## src/rtl/serial_compare_ctrl.sv

```systemverilog
// Sequencer for a bit-serial magnitude comparator: accepts a parallel operand pair,
// clears the comparator, streams the bits LSB-first and hands back the captured verdict.
module serial_compare_ctrl #(
  parameter int WIDTH = 8,
  parameter int CNT_W = $clog2(WIDTH) + 1
) (
  input  logic             clk,
  input  logic             reset,
  input  logic             in_valid,
  output logic             in_ready,
  input  logic [WIDTH-1:0] op_a,
  input  logic [WIDTH-1:0] op_b,
  output logic             out_valid,
  input  logic             out_ready,
  output logic             result_gt,
  output logic             result_eq,
  output logic             result_lt,
  output logic             busy,
  output logic             cmp_a,
  output logic             cmp_b,
  output logic             cmp_clear,
  input  logic             cmp_greater,
  input  logic             cmp_equal,
  input  logic             cmp_less
);

  typedef enum logic [2:0] {
    S_IDLE,
    S_CLEAR,
    S_SHIFT,
    S_SETTLE,
    S_DONE
  } state_t;

  localparam logic [CNT_W-1:0] LAST_CNT = CNT_W'(WIDTH - 1);

  state_t           r_state;
  state_t           w_state_next;
  logic [WIDTH-1:0] r_sa;
  logic [WIDTH-1:0] r_sb;
  logic [CNT_W-1:0] r_cnt;
  logic             r_gt;
  logic             r_eq;
  logic             r_lt;
  logic             w_accept;
  logic             w_last_bit;
  logic             w_out_fire;

  assign w_accept   = (r_state == S_IDLE) && in_valid;
  assign w_last_bit = (r_state == S_SHIFT) && (r_cnt == LAST_CNT);
  assign w_out_fire = (r_state == S_DONE) && out_ready;

  always_ff @(posedge clk or negedge reset) begin
    if (!reset) begin
      r_state <= S_IDLE;
    end else begin
      r_state <= w_state_next;
    end
  end

  always_comb begin
    w_state_next = r_state;
    case (r_state)
      S_IDLE:   if (w_accept) w_state_next = S_CLEAR;
      S_CLEAR:  w_state_next = S_SHIFT;
      S_SHIFT:  if (w_last_bit) w_state_next = S_SETTLE;
      S_SETTLE: w_state_next = S_DONE;
      S_DONE:   if (w_out_fire) w_state_next = S_IDLE;
      default:  w_state_next = S_IDLE;
    endcase
  end

  // Counter holds at WIDTH-1 on the final shift so it never leaves the 0..WIDTH-1 range.
  always_ff @(posedge clk or negedge reset) begin
    if (!reset) begin
      r_sa  <= '0;
      r_sb  <= '0;
      r_cnt <= '0;
      r_gt  <= 1'b0;
      r_eq  <= 1'b0;
      r_lt  <= 1'b0;
    end else begin
      if (w_accept) begin
        r_sa  <= op_a;
        r_sb  <= op_b;
        r_cnt <= '0;
      end else if (r_state == S_SHIFT) begin
        r_sa <= r_sa >> 1;
        r_sb <= r_sb >> 1;
        if (!w_last_bit) begin
          r_cnt <= r_cnt + CNT_W'(1);
        end
      end
      if (r_state == S_SETTLE) begin
        r_gt <= cmp_greater;
        r_eq <= cmp_equal;
        r_lt <= cmp_less;
      end
    end
  end

  always_comb begin
    in_ready  = (r_state == S_IDLE);
    busy      = (r_state != S_IDLE);
    out_valid = (r_state == S_DONE);
    cmp_clear = (r_state == S_CLEAR) || !reset;
    cmp_a     = (r_state == S_SHIFT) && r_sa[0];
    cmp_b     = (r_state == S_SHIFT) && r_sb[0];
  end

  assign result_gt = r_gt;
  assign result_eq = r_eq;
  assign result_lt = r_lt;

endmodule

```

## config.mk

```make
export PLATFORM = sky130hd
export DESIGN_NAME = serial_compare_ctrl
export DESIGN_NICKNAME = d
export VERILOG_FILES = /design/src/rtl/serial_compare_ctrl.sv
export SDC_FILE = /design/constraint.sdc
export NUM_CORES = 1
export LEC_CHECK = 0
export CAP_MARGIN = 40
export CORE_ASPECT_RATIO = 0.7
export CORE_MARGIN = 2
export CORE_UTILIZATION = 25
export DETAILED_ROUTE_END_ITERATION = 12
export DONT_BUFFER_PORTS = 1
export PLACE_DENSITY = 0.48
export SETUP_SLACK_MARGIN = 0.4
export SKIP_CTS_REPAIR_TIMING = 1
export SYNTH_ARGS = -nofsm -noshare
export SYNTH_HDL_FRONTEND = slang
export SYNTH_SLANG_ARGS = --single-unit
export TNS_END_PERCENT = 5
```

## constraint.sdc

```tcl
create_clock -name clk -period 2.5 [get_ports clk]
set_clock_uncertainty 0.15 [all_clocks]
set_input_delay 0.5 -clock clk [delete_from_list [all_inputs] [get_ports clk]]
set_output_delay 0.5 -clock clk [all_outputs]
set_load 0.02 [all_outputs]
```

* After elaboration in Yosys (flattened, before gate mapping)
Index checks and enable logic that the tools add are counted.
Storage, ports and cells: register bits 26, bits of input ports 23, output and inout port bits 9
Operators by class: add/sub/neg operators 1, equal/unequal tests 9, mux-type cells 11, reduce and logical (&&, ||, !) cells 12
Operator list (count):
- 8-bit 2-to-1 mux | 4
- 3-bit case mux with 5 select lines | 1
- 4-bit 2-to-1 mux | 3
- 3-bit 2-to-1 mux | 3
- 3-bit by 2-bit equality test with 1-bit output (second input constant) | 2
- 1-bit logical AND | 5
- 4-bit by 1-bit adder with 4-bit output (second input constant) | 1
- 4-bit by 3-bit equality test with 1-bit output (second input constant) | 1
- 2-bit by 1-bit inequality test with 1-bit output (second input constant) | 2
- 2-bit inequality test (second input constant) | 2
- 3-bit by 1-bit equality test with 1-bit output (second input constant) | 1
- 3-bit equality test (second input constant) | 1
- 3-bit zero test | 1
- 3-bit AND reduction | 1
- 3-bit nonzero test | 1
- 2-bit AND reduction | 1
- 2-bit nonzero test | 1
- 1-bit zero test | 1
- 1-bit logical OR | 1

* Logic depth before layout (Yosys ltp)
Gate-level depths: netlist of run 1.
depth after elaboration 5, gate-level depth with buffers 5

* Worst setup path before layout of run 1
No wires, ideal clock.
kind reg2out, start register r_state[0], end output port cmp_a, data arrival time 1.313 ns, path slack 0.537 ns, cell stages (with the launch flop) 5, path buffers 2, cell sequence dfrtp_1 -> buf_6 -> nor3b_1 -> clkbuf_1 -> and2_1
On the way: cells in the longest elaborated chain, start to end 2
RTL lines:
- start, declared | line 37 | state_t r_state;
- start signal, assigned | line 57 | r_state <= w_state_next;
- 3-bit by 2-bit equality test with 1-bit output | line 107 | cmp_a = (r_state == S_SHIFT) && r_sa[0];
- 1-bit logical AND | line 107
- end, declared | line 19 | output logic cmp_a,
Every way passes these cells.

* Final worst setup path of run 1
start register r_state[0], end output port cmp_b
On the way: cells in the longest elaborated chain, start to end 2
RTL lines:
- 3-bit by 2-bit equality test with 1-bit output | line 108 | cmp_b = (r_state == S_SHIFT) && r_sb[0];
- 1-bit logical AND | line 108
- end, declared | line 20 | output logic cmp_b,
Every way passes these cells.

==> results of run 1 <==
through the flow:
step	setup WS (ns)	util, %	cells
after detailed placement	0.5779	28.46	157
final	0.4622	31.85	167
after floorplan	0.5365	-	105
after global placement	0.6035	28.29	156
after CTS	0.2999	30.06	161
after global routing	0.3780	31.85	167
sequential cells by signal, summed over array words and instances, names as in the netlist:
| name | count |
|---|---|
| r_sb | 8 |
| r_sa | 8 |
| result_gt | 1 |
| result_eq | 1 |
| r_state | 3 |
| r_cnt | 4 |
| result_lt | 1 |
power breakdown:
part / leakage (uW) / internal, uW / switching (uW)
clock network: 0.0000357 / 214 / 136
logic: 0.000340 / 434 / 440
registers: 0.000324 / 624 / 174
area by class of cell:
type / count / area, sq um
fill: 447 / 3035
multi-input combinational: 69 / 511.7
clock buffer: 3 / 41.29
clock inverter: 1 / 30.03
sequential: 26 / 654.4
inverter: 2 / 7.507
tap: 55 / 68.82
timing repair buffer: 11 / 105.1
worst min-delay path by stage:
| stage | start | endpoint | slack, ns |
|---|---|---|---|
| after floorplan | reset | r_cnt[0] | 0.05 |
| after global placement | reset | r_cnt[3] | 0.06 |
| after detailed placement | reset | r_cnt[0] | 0.06 |
| after CTS | reset | r_cnt[2] | -0.26 |
| after global routing | op_b[7] | r_sb[7] | 0.18 |
| final | op_b[7] | r_sb[7] | 0.19 |
cell usage in the layout (no fill, tap or decap), types with 2 or more instances in the layout:
cell / n
sky130_fd_sc_hd__a21oi_1: 5
sky130_fd_sc_hd__nor2_1: 3
sky130_fd_sc_hd__and2_2: 2
sky130_fd_sc_hd__buf_4: 7
sky130_fd_sc_hd__dfrtp_1: 23
sky130_fd_sc_hd__a21o_1: 14
sky130_fd_sc_hd__dfrtp_2: 3
sky130_fd_sc_hd__buf_6: 2
sky130_fd_sc_hd__o21ai_1: 5
sky130_fd_sc_hd__a22o_1: 14
sky130_fd_sc_hd__inv_1: 2
sky130_fd_sc_hd__o21ai_0: 2
sky130_fd_sc_hd__mux2_2: 3
sky130_fd_sc_hd__nand3_1: 2
sky130_fd_sc_hd__nor3_1: 2
sky130_fd_sc_hd__nand3b_1: 2
sky130_fd_sc_hd__clkbuf_8: 3
sky130_fd_sc_hd__nand2_1: 5
cell usage after synthesis (all sizes together):
| master | number |
|---|---|
| mux2 | 3 |
| and3b | 1 |
| or4 | 1 |
| nor3 | 2 |
| nand2b | 1 |
| o21ai | 7 |
| clkbuf | 5 |
| and2 | 2 |
| and4 | 1 |
| a21o | 14 |
| or3b | 1 |
| or3 | 1 |
| nand2 | 5 |
| dfrtp | 26 |
| a22o | 14 |
| ha | 1 |
| nor2 | 3 |
| nor4b | 1 |
| nand3 | 2 |
| xnor2 | 1 |
| buf | 3 |
| nand3b | 2 |
| inv | 2 |
| a21oi | 5 |
| nor3b | 1 |
routing by layer:
layer  routed length [um]  part of all wire (%)
met1                 1329                    49
met2                 1196                    44
met3                  190                   7.0
met4                   12                  0.44
met5                    0                     0
critical path, delay by kind of cell, from the launching register on:
kind | cells | cell delay (ns)
and+or+nand+nor | 2 | 0.49
DFF | 1 | 0.46
buffers and inverters | 1 | 0.18
kinds of logic after synthesis:
| logic type | share of synthesized area (%) |
|---|---|
| AOI/OAI and AO/OA | 24.18 |
| DFF | 54.68 |
| and+or+nand+nor | 12.30 |
| buffers and inverters | 4.206 |
| muxes | 2.839 |
| xor gates and xnor gates | 0.7362 |
| adders and majority gates | 1.051 |
==> summary.log, run 1 <==
[routing] first-pass iteration count of the detailed router 4
[sta] max_slew headroom 72.39%
[critical_path] Crit-path slowest cell sky130_fd_sc_hd__dfrtp_2
[cells_and_area] net count of the finished layout 137
[power] worst vdd rail ir drop 327.2 uV
[clock_tree] sink count of the clock tree 26
[clock_tree] Clk pin slew, worst setup/hold paths 0.10 ns
[critical_path] peak fanout along the critical path 10
[sta] setup TNS 0 ns
[routing] 1st-iter DRT viols 38
[grt] first-pass GRT wire length 4.291 mm
[sta] number of max-slew violations in the final report 0
[cells_and_area] share of cells above drive strength 1 21.43%
[synth] Netlist cell types 28
[floorplan] Core Area 4454 sq um
[critical_path] timing startpoint of the critical path r_state[0]
[status] run status finished, final reports clean
[place] post-detailed-placement half-perimeter wirelength 1.858 mm
[synth] #FFs+latches synth 26
[synth] net count of the mapped netlist 129
[clock_tree] clock insertion delay at the later pin of the skew report 0.28 ns
[grt] largest net degree at the start of global routing 28
[critical_path] FF-to-FF Start r_state[0]
[cells_and_area] area delta synth->final 19.24%
[job] Max Cap Violations 0
[power] total power after layout 2022 uW
[critical_path] data arrival time of the worst path 1.39 ns
[place] cell area after placement 1267 sq um
[critical_path] CP Capture Point cmp_b
[worst_hold_path] hold path cells 2
[routing] drt wl/cell 16.34 um
[synth] post-synthesis average cell area 11.33 sq um
[grt] most utilized layer in the global route result met2
[power] power density relative to cell area 1425 nW/um^2
[clock_tree] CTS buffer count 3
[critical_path] Worst setup EP type output port
[grt] via count of the first global-routing pass 799
[routing] antenna viol nets, final 0
[synth] share of the synthesized area in the top cell type 54.68%
[synth] total number of yosys warnings 0
[grt] met1 Track Usage GR 15.04%
[critical_path] type of the setup path with the least slack register to output port
[cells_and_area] post-route standard cell area excluding fillers 1419 sq um
[clock_tree] CTS root buf sky130_fd_sc_hd__clkbuf_8
[grt] M3 GR Usage 4.095%
[synth] cell taking the most area after synthesis sky130_fd_sc_hd__dfrtp_1
[grt] met2 track demand over resource in global routing 15.71%
[place] port bufs 0
[synth] cell count after synthesis 105
[synth] Seq/Total Area, Yosys 54.68%
[sta] number of endpoints with negative hold slack in the final report 0
[grt] global-route usage over all layers 10.89%
[sta] setup repair after global routing missed its margin yes
[floorplan] Chip Height 61.72 um
[sta] highest achievable clock rate 0.4907 GHz
[sta] Final Critical Period 2.038 ns
[critical_path] biggest cell delay along the critical path 0.46 ns
[synth] cell types occupying the most area after synthesis sky130_fd_sc_hd__dfrtp_1, sky130_fd_sc_hd__a22o_1, sky130_fd_sc_hd__a21o_1
[critical_path] Worst setup SP type register
[worst_hold_path] class of the tightest hold or removal check primary input to register
[routing] total wire length 2.728 mm
[critical_path] depth of the worst register-to-register path 3
[cells_and_area] count of antenna diodes in the layout 0
[synth] Post-Syn Area 1190 sq um
[clock_tree] deepest level of the CTS H-tree 1
[floorplan] area of the die 5336 sq um
[floorplan] number of core rows 20
[grt] number of antenna violations at the first check in global routing 0
[routing] via count normalized by instance count 5.096
[power] leakage 0.0006992 uW
[floorplan] boundary pin count 32
[grt] total congestion overflow 0
[sta] share of the clock period used by the worst path after layout 81.51%
[critical_path] Worst Path Required 1.85 ns
[routing] post-detailed-route DRC marker count 0
[clock_tree] clk buf depth 2
[sta] Slew @ Worst Pin 0.4114 ns
[critical_path] destination of the worst register-to-register timing path r_cnt[3]
[sta] Setup Viol. Count Final 0
[floorplan] die extent in x 86.46 um
[routing] number of vias after detailed routing 851
[place] GP Congestion 0.6617
[floorplan] effective utilization at floorplan 26.71%
[sta] worst hold margin 0.1900 ns
[critical_path] R2R Setup Slk 0.63 ns
[critical_path] ordered list of cells on the worst path nor3b_4, buf_6, and2_2
[clock_tree] CTS tree yes
Note: power is estimated with default switching activity, not from simulation.
==> inputs of run 2 (changes only) <==
PLACE_DENSITY = 0.5   (was 0.48)
clock period = 1.78 ns   (was 2.5 ns; I/O delays follow)
==> run 2 against run 1 <==
The flow now finishes with violations (negative setup slack). Sequential share of layout area is 2.8 points lower. Sequential power grew 42%. Global-route usage is 0.51 points higher. Register-to-register slack got worse by 0.64 ns.
==> summary.log, run 2 (synthesis results as in run 1) <==
[status] run status finished, violations left
[status] failing checks negative setup slack
[critical_path] Worst setup SP type register
[cells_and_area] most common library cell in the layout ignoring fill and taps sky130_fd_sc_hd__dfrtp_1
[critical_path] Worst setup EP type output port
[sta] Setup Viol. Count Final 3 [+3]
[floorplan] number of core rows 20 [unchanged]
[cells_and_area] Largest regs r_sa x8, r_sb x8, r_cnt x4
[place] GP Congestion 0.6796 [+2.7%]
[cells_and_area] share of cells above drive strength 1 30.51% [+9.1 points]
[sta] setup repair after global routing missed its margin yes
[floorplan] area of the die 5336 sq um [unchanged]
[power] switching fraction of total power 37.15% [+0.059 points]
[routing] 1st-iter DRT viols 40 [+5.3%]
[clock_tree] CTS buffer count 3 [unchanged]
[clock_tree] sink count of the clock tree 26 [unchanged]
[place] cell area after placement 1305 sq um [+3.0%]
[sta] number of max-slew violations in the final report 0 [unchanged]
[worst_hold_path] class of the tightest hold or removal check primary input to register
[clock_tree] Clk pin slew, worst setup/hold paths 0.10 ns [about the same]
[place] post-detailed-placement half-perimeter wirelength 1.969 mm [+6.0%]
[power] power density relative to cell area 2031 nW/um^2 [+43%]
[grt] global-route usage over all layers 11.40% [+0.51 points]
[cells_and_area] most used cells in the layout excluding fill and tap cells sky130_fd_sc_hd__dfrtp_1, sky130_fd_sc_hd__a22o_1, sky130_fd_sc_hd__a21o_1
[power] sequential share of power 37.0% [-2.4 points]
[job] Max Cap Violations 0 [unchanged]
[power] clock network power share 16.3% [-1.0 points]
[critical_path] cell class contributing the biggest share of worst-path delay flip-flops
[power] switching power total 1137 uW [+52%]
[floorplan] boundary pin count 32 [unchanged]
[critical_path] ordered list of cells on the worst path nor3b_4, buf_6, and2_4
[critical_path] Worst Path Required 1.27 ns [-0.58 ns]
[place] port bufs 0 [unchanged]
[critical_path] data arrival time of the worst path 1.34 ns [-0.05 ns]
[power] internal power of the cells 1925 uW [+51%]
[sta] highest achievable clock rate 0.5423 GHz
[sta] Final Critical Period 1.844 ns
[grt] number of antenna violations at the first check in global routing 0 [unchanged]
[place] pre-CTS WS -0.01099 ns [-0.5889 ns]
[routing] via count normalized by instance count 5.017 [-1.5%]
[routing] post-detailed-route DRC marker count 0 [unchanged]
[grt] via count of the first global-routing pass 887 [+11%]
[floorplan] die extent in x 86.46 um [unchanged]
[clock_tree] CTS root buf sky130_fd_sc_hd__clkbuf_8
[power] combinational share of power 46.7% [+3.5 points]
[power] leakage 0.0007543 uW [+7.9%]
[cells_and_area] post-route standard cell area excluding fillers 1508 sq um [+6.3%]
[grt] largest net degree at the start of global routing 28 [unchanged]
[sta] max_slew headroom 70.27% [-2.1 points]
[floorplan] Core Area 4454 sq um [unchanged]
[cells_and_area] area delta synth->final 26.71%
[routing] first-pass iteration count of the detailed router 4 [unchanged]
[grt] first-pass GRT wire length 4.540 mm [+5.8%]
[clock_tree] clk buf depth 2 [unchanged]
[routing] antenna viol nets, final 0 [unchanged]
[sta] final setup slack of the worst path -0.06392 ns [-0.5261 ns]
[critical_path] Crit-path slowest cell sky130_fd_sc_hd__dfrtp_2
[cells_and_area] net count of the finished layout 143 [+4.4%]
[critical_path] peak fanout along the critical path 7 [-3]
[floorplan] Chip Height 61.72 um [unchanged]
[sta] Slew @ Worst Pin 0.4443 ns [+0.03285 ns]
[power] worst vdd rail ir drop 433.1 uV [+32%]
[routing] drt wl/cell 16.99 um [+4.0%]
[grt] total congestion overflow 0 [unchanged]
[sta] number of endpoints with negative hold slack in the final report 0 [unchanged]
[clock_tree] deepest level of the CTS H-tree 1 [unchanged]
[routing] total wire length 2.940 mm [+7.8%]
[cells_and_area] count of antenna diodes in the layout 0 [unchanged]
[routing] number of vias after detailed routing 868 [+2.0%]
[clock_tree] CTS tree yes
[critical_path] biggest cell delay along the critical path 0.47 ns [about the same]
[critical_path] WP buf/inv 1 [unchanged]
[clock_tree] clock insertion delay at the later pin of the skew report 0.28 ns [about the same]
[floorplan] effective utilization at floorplan 26.71% [unchanged]
[critical_path] type of the setup path with the least slack register to output port
[sta] share of the clock period used by the worst path after layout 103.6%
run 2: layer usage:
layer | track usage (%) | wire (um) | vias up
li1 | - | - | 410
met1 | 12.86 | 1271 | 434
met2 | 21.10 | 1459 | 20
met3 | 4.227 | 179 | 4
met4 | 2.679 | 29 | 0
met5 | 0 | 0 | -
run 2: final timing paths:
path | cells after the start | start | to | slack (ns)
worst max register to register | 3 | r_state[2] | r_cnt[3] | -0.01
min in group asynchronous | 2 | reset | r_sb[3] | 0.35
worst min-delay path | 1 | out_ready | r_state[2] | 0.02
max in group asynchronous | 2 | reset | r_state[0] | 0.96
worst min register to register | 1 | r_sa[6] | r_sa[6] | 0.33
worst max-delay path | 3 | r_state[2] | cmp_b | -0.06
run 2: per-stage QoR:
stage	power (uW)	hold slack (ns)	cells	utilization, %	setup TNS, ns
finish	3062	0.01946	173	33.85	-0.1339
floorplan	1993	-0.08959	105	-	0
CTS	2829	-0.4040	165	30.90	-0.6086
detailed placement	2322	-0.08882	161	29.30	-0.01099
global route	3291	0.02181	173	33.85	-0.4846
global placement	2227	-0.08901	160	29.13	0
run 2: power groups by stage:
| stage | logic, uW | clock network (uW) | registers [uW] |
|---|---|---|---|
| 2_1_floorplan | 946 | 0 | 1050 |
| 3_3_place_gp | 1110 | 0 | 1110 |
| 3_5_place_dp | 1180 | 0 | 1140 |
| 4_1_cts | 1190 | 516 | 1120 |
| 5_1_grt | 1580 | 541 | 1170 |
| 6_report | 1430 | 500 | 1130 |
run 2: layout make-up:
cell class,count,area [sq um]
fillers,443,2947
flip-flops and latches,26,653.1
multi-input cells,69,556.8
repair buffers,17,150.1
well taps,55,68.82
clock buffers,3,41.29
clock inverters,1,30.03
inverters,2,7.507
==> inputs of run 3 (changes only) <==
CORE_MARGIN = 5   (was 2)
GPL_TIMING_DRIVEN = 1   (was unset)
SETUP_SLACK_MARGIN = unset   (was 0.4)
==> run 3 against run 2 <==
The flow now finishes without violations. Maximum frequency increased by 3.9%. Final cell count increased by 2.9%. Worst hold slack improved by 0.018 ns. Register-to-register slack improved by 0.06 ns. Design area increased by 1.1%. Clock power decreased by 3%. Combinational power about the same. Highest routed layer unchanged.
==> summary.log, run 3 (synthesis results as in run 1) <==
[place] post-detailed-placement half-perimeter wirelength 1.865 mm [-5.3%]
[cells_and_area] number of standard cells in the layout, taps in and fillers out 178 [+2.9%]
[critical_path] ordered list of cells on the worst path nor3b_2, buf_6, and2_4
[worst_hold_path] end point of the most critical hold path r_state[2]
[clock_tree] CTS tree yes
[grt] global-route usage over all layers 8.629% [-2.8 points]
[routing] total wire length 2.695 mm [-8.3%]
[sta] final setup slack of the worst path 0.005123 ns [+0.06904 ns]
[job] Max Cap Violations 0 [unchanged]
[cells_and_area] net count of the finished layout 146 [+2.1%]
[power] leakage 0.0007578 uW [+0.46%]
[floorplan] boundary pin count 32 [unchanged]
[place] number of instances in the placed design 166 [+3.1%]
[grt] via count of the first global-routing pass 860 [-3.0%]
[grt] total congestion overflow 0 [unchanged]
[critical_path] Worst setup EP type output port
[routing] post-detailed-route DRC marker count 0 [unchanged]
[clock_tree] clk buf depth 2 [unchanged]
[sta] Slew @ Worst Pin 0.4053 ns [-0.03892 ns]
[critical_path] peak fanout along the critical path 8 [+1]
[critical_path] R2R Setup Slk 0.05 ns [+0.06 ns]
[routing] drt wl/cell 15.14 um [-11%]
[clock_tree] sink count of the clock tree 26 [unchanged]
[clock_tree] clock insertion delay at the later pin of the skew report 0.27 ns [about the same]
[grt] M3 GR Usage 1.782% [-2.4 points]
[grt] number of antenna violations at the first check in global routing 0 [unchanged]
[grt] largest net degree at the start of global routing 28 [unchanged]
[sta] number of endpoints with negative hold slack in the final report 0 [unchanged]
[cells_and_area] count of antenna diodes in the layout 0 [unchanged]
[critical_path] type of the setup path with the least slack register to output port
[clock_tree] CTS buffer count 3 [unchanged]
[clock_tree] CTS root buf sky130_fd_sc_hd__clkbuf_8
[sta] Setup Viol. Count Final 0 [-3]
[routing] via count normalized by instance count 4.944 [-1.5%]
[sta] setup TNS 0 ns [+0.1339 ns]
[critical_path] Worst setup SP type register
[cells_and_area] most common library cell in the layout ignoring fill and taps sky130_fd_sc_hd__dfrtp_1
[worst_hold_path] hold path cells 1 [unchanged]
[critical_path] data arrival time of the worst path 1.27 ns [-0.07 ns]
[sta] setup repair after global routing missed its margin yes
[cells_and_area] most used cells in the layout excluding fill and tap cells sky130_fd_sc_hd__dfrtp_1, sky130_fd_sc_hd__a22o_1, sky130_fd_sc_hd__a21o_1, sky130_fd_sc_hd__buf_4, sky130_fd_sc_hd__nand2_1
[sta] number of max-slew violations in the final report 0 [unchanged]
[worst_hold_path] hold_sp out_ready
[critical_path] biggest cell delay along the critical path 0.42 ns [-0.05 ns]
[routing] antenna viol nets, final 0 [unchanged]
[grt] met1 Track Usage GR 11.21% [-1.7 points]
[grt] first-pass GRT wire length 4.236 mm [-6.7%]
[grt] most utilized layer in the global route result met2
[cells_and_area] Largest regs r_sa x8, r_sb x8, r_cnt x4
[worst_hold_path] class of the tightest hold or removal check primary input to register
[place] pre-CTS WS -0.01644 ns [-0.005459 ns]
[routing] 1st-iter DRT viols 39 [-2.5%]
[place] cell area after placement 1323 sq um [+1.3%]
[cells_and_area] share of cells above drive strength 1 30.58% [+0.070 points]
[status] run status finished, final reports clean
[floorplan] number of core rows 21 [+5.0%]
[cells_and_area] post-route standard cell area excluding fillers 1524 sq um [+1.1%]
[clock_tree] Clk pin slew, worst setup/hold paths 0.08 ns [-0.02 ns]
[critical_path] FF-to-FF Start r_state[0]
[floorplan] effective utilization at floorplan 25.30% [-1.4 points]
[clock_tree] deepest level of the CTS H-tree 1 [unchanged]
[cells_and_area] area delta synth->final 28.08%
[cells_and_area] share of the core filled with cells 32.40% [-1.4 points]
[place] port bufs 0 [unchanged]
[grt] met2 track demand over resource in global routing 14.00% [-7.1 points]
[sta] max_slew headroom 72.88% [+2.6 points]
[critical_path] destination of the worst register-to-register timing path r_cnt[3]
[sta] Final Critical Period 1.775 ns [-0.06904 ns]
[power] power density relative to cell area 2001 nW/um^2 [-1.4%]
[floorplan] die extent in x 92.46 um [+6.9%]
[routing] first-pass iteration count of the detailed router 3 [-1]
[floorplan] Chip Height 67.72 um [+9.7%]
[sta] highest achievable clock rate 0.5634 GHz [+3.9%]
[floorplan] Core Area 4703 sq um [+5.6%]
[floorplan] area of the die 6261 sq um [+17%]
[place] GP Congestion 0.6691 [-1.5%]
[power] worst vdd rail ir drop 394.9 uV [-8.8%]
[critical_path] depth of the worst register-to-register path 3 [unchanged]
[routing] number of vias after detailed routing 880 [+1.4%]
[critical_path] Worst Path Required 1.27 ns [about the same]
[sta] share of the clock period used by the worst path after layout 99.71% [-3.9 points]
[critical_path] Crit-path slowest cell sky130_fd_sc_hd__dfrtp_1
==> run 3: cell type report <==
cell class,instances,area [sq um]
fillers,470,3179
repair buffers,20,180.2
inverters,2,7.507
well taps,57,71.32
clock buffers,3,41.29
clock inverters,1,30.03
multi-input cells,69,543.0
flip-flops and latches,26,650.6
==> run 3: report_power, final <==
group	switching, uW	internal, uW	total (uW)
sequential	232	870	1100
clock	184	301	485
combinational	681	781	1460
total	1100	1950	3050
==> run 3: how the worst max path moves through the flow <==
stage               slack [ns]  startpoint  endpoint  depth (start not counted)
finish                   0.005  r_state[2]     cmp_a                          3
global route             -0.05  r_state[2]     cmp_a                          3
CTS                      -0.14  r_state[1]     cmp_a                          3
detailed placement       -0.02  r_state[0]  r_cnt[3]                          3
global placement          0.04  r_state[1]   r_sa[1]                          3
floorplan                -0.03  r_state[0]  r_cnt[3]                          5
==> run 3: per-stage QoR <==
| stage | hold slack [ns] | power (uW) |
|---|---|---|
| 2_1_floorplan | -0.08959 | 1962 |
| 3_3_place_gp | -0.08891 | 2268 |
| 3_5_place_dp | -0.08885 | 2345 |
| 4_1_cts | -0.3892 | 2842 |
| 5_1_grt | 0.02958 | 3277 |
| 6_report | 0.03776 | 3050 |
==> run 3: worst max-delay path, delay by kind of cell (launching register included) <==
kind | cells | cell delay, ns
buffers and inverters | 1 | 0.16
DFF | 1 | 0.42
and+or+nand+nor | 2 | 0.42
==> run 3: per-layer routing <==
| layer | vias to the layer above | wire length, um |
|---|---|---|
| li1 | 415 | - |
| met1 | 455 | 1211 |
| met2 | 8 | 1404 |
| met3 | 2 | 53 |
| met4 | 0 | 25 |
| met5 | - | 0 |
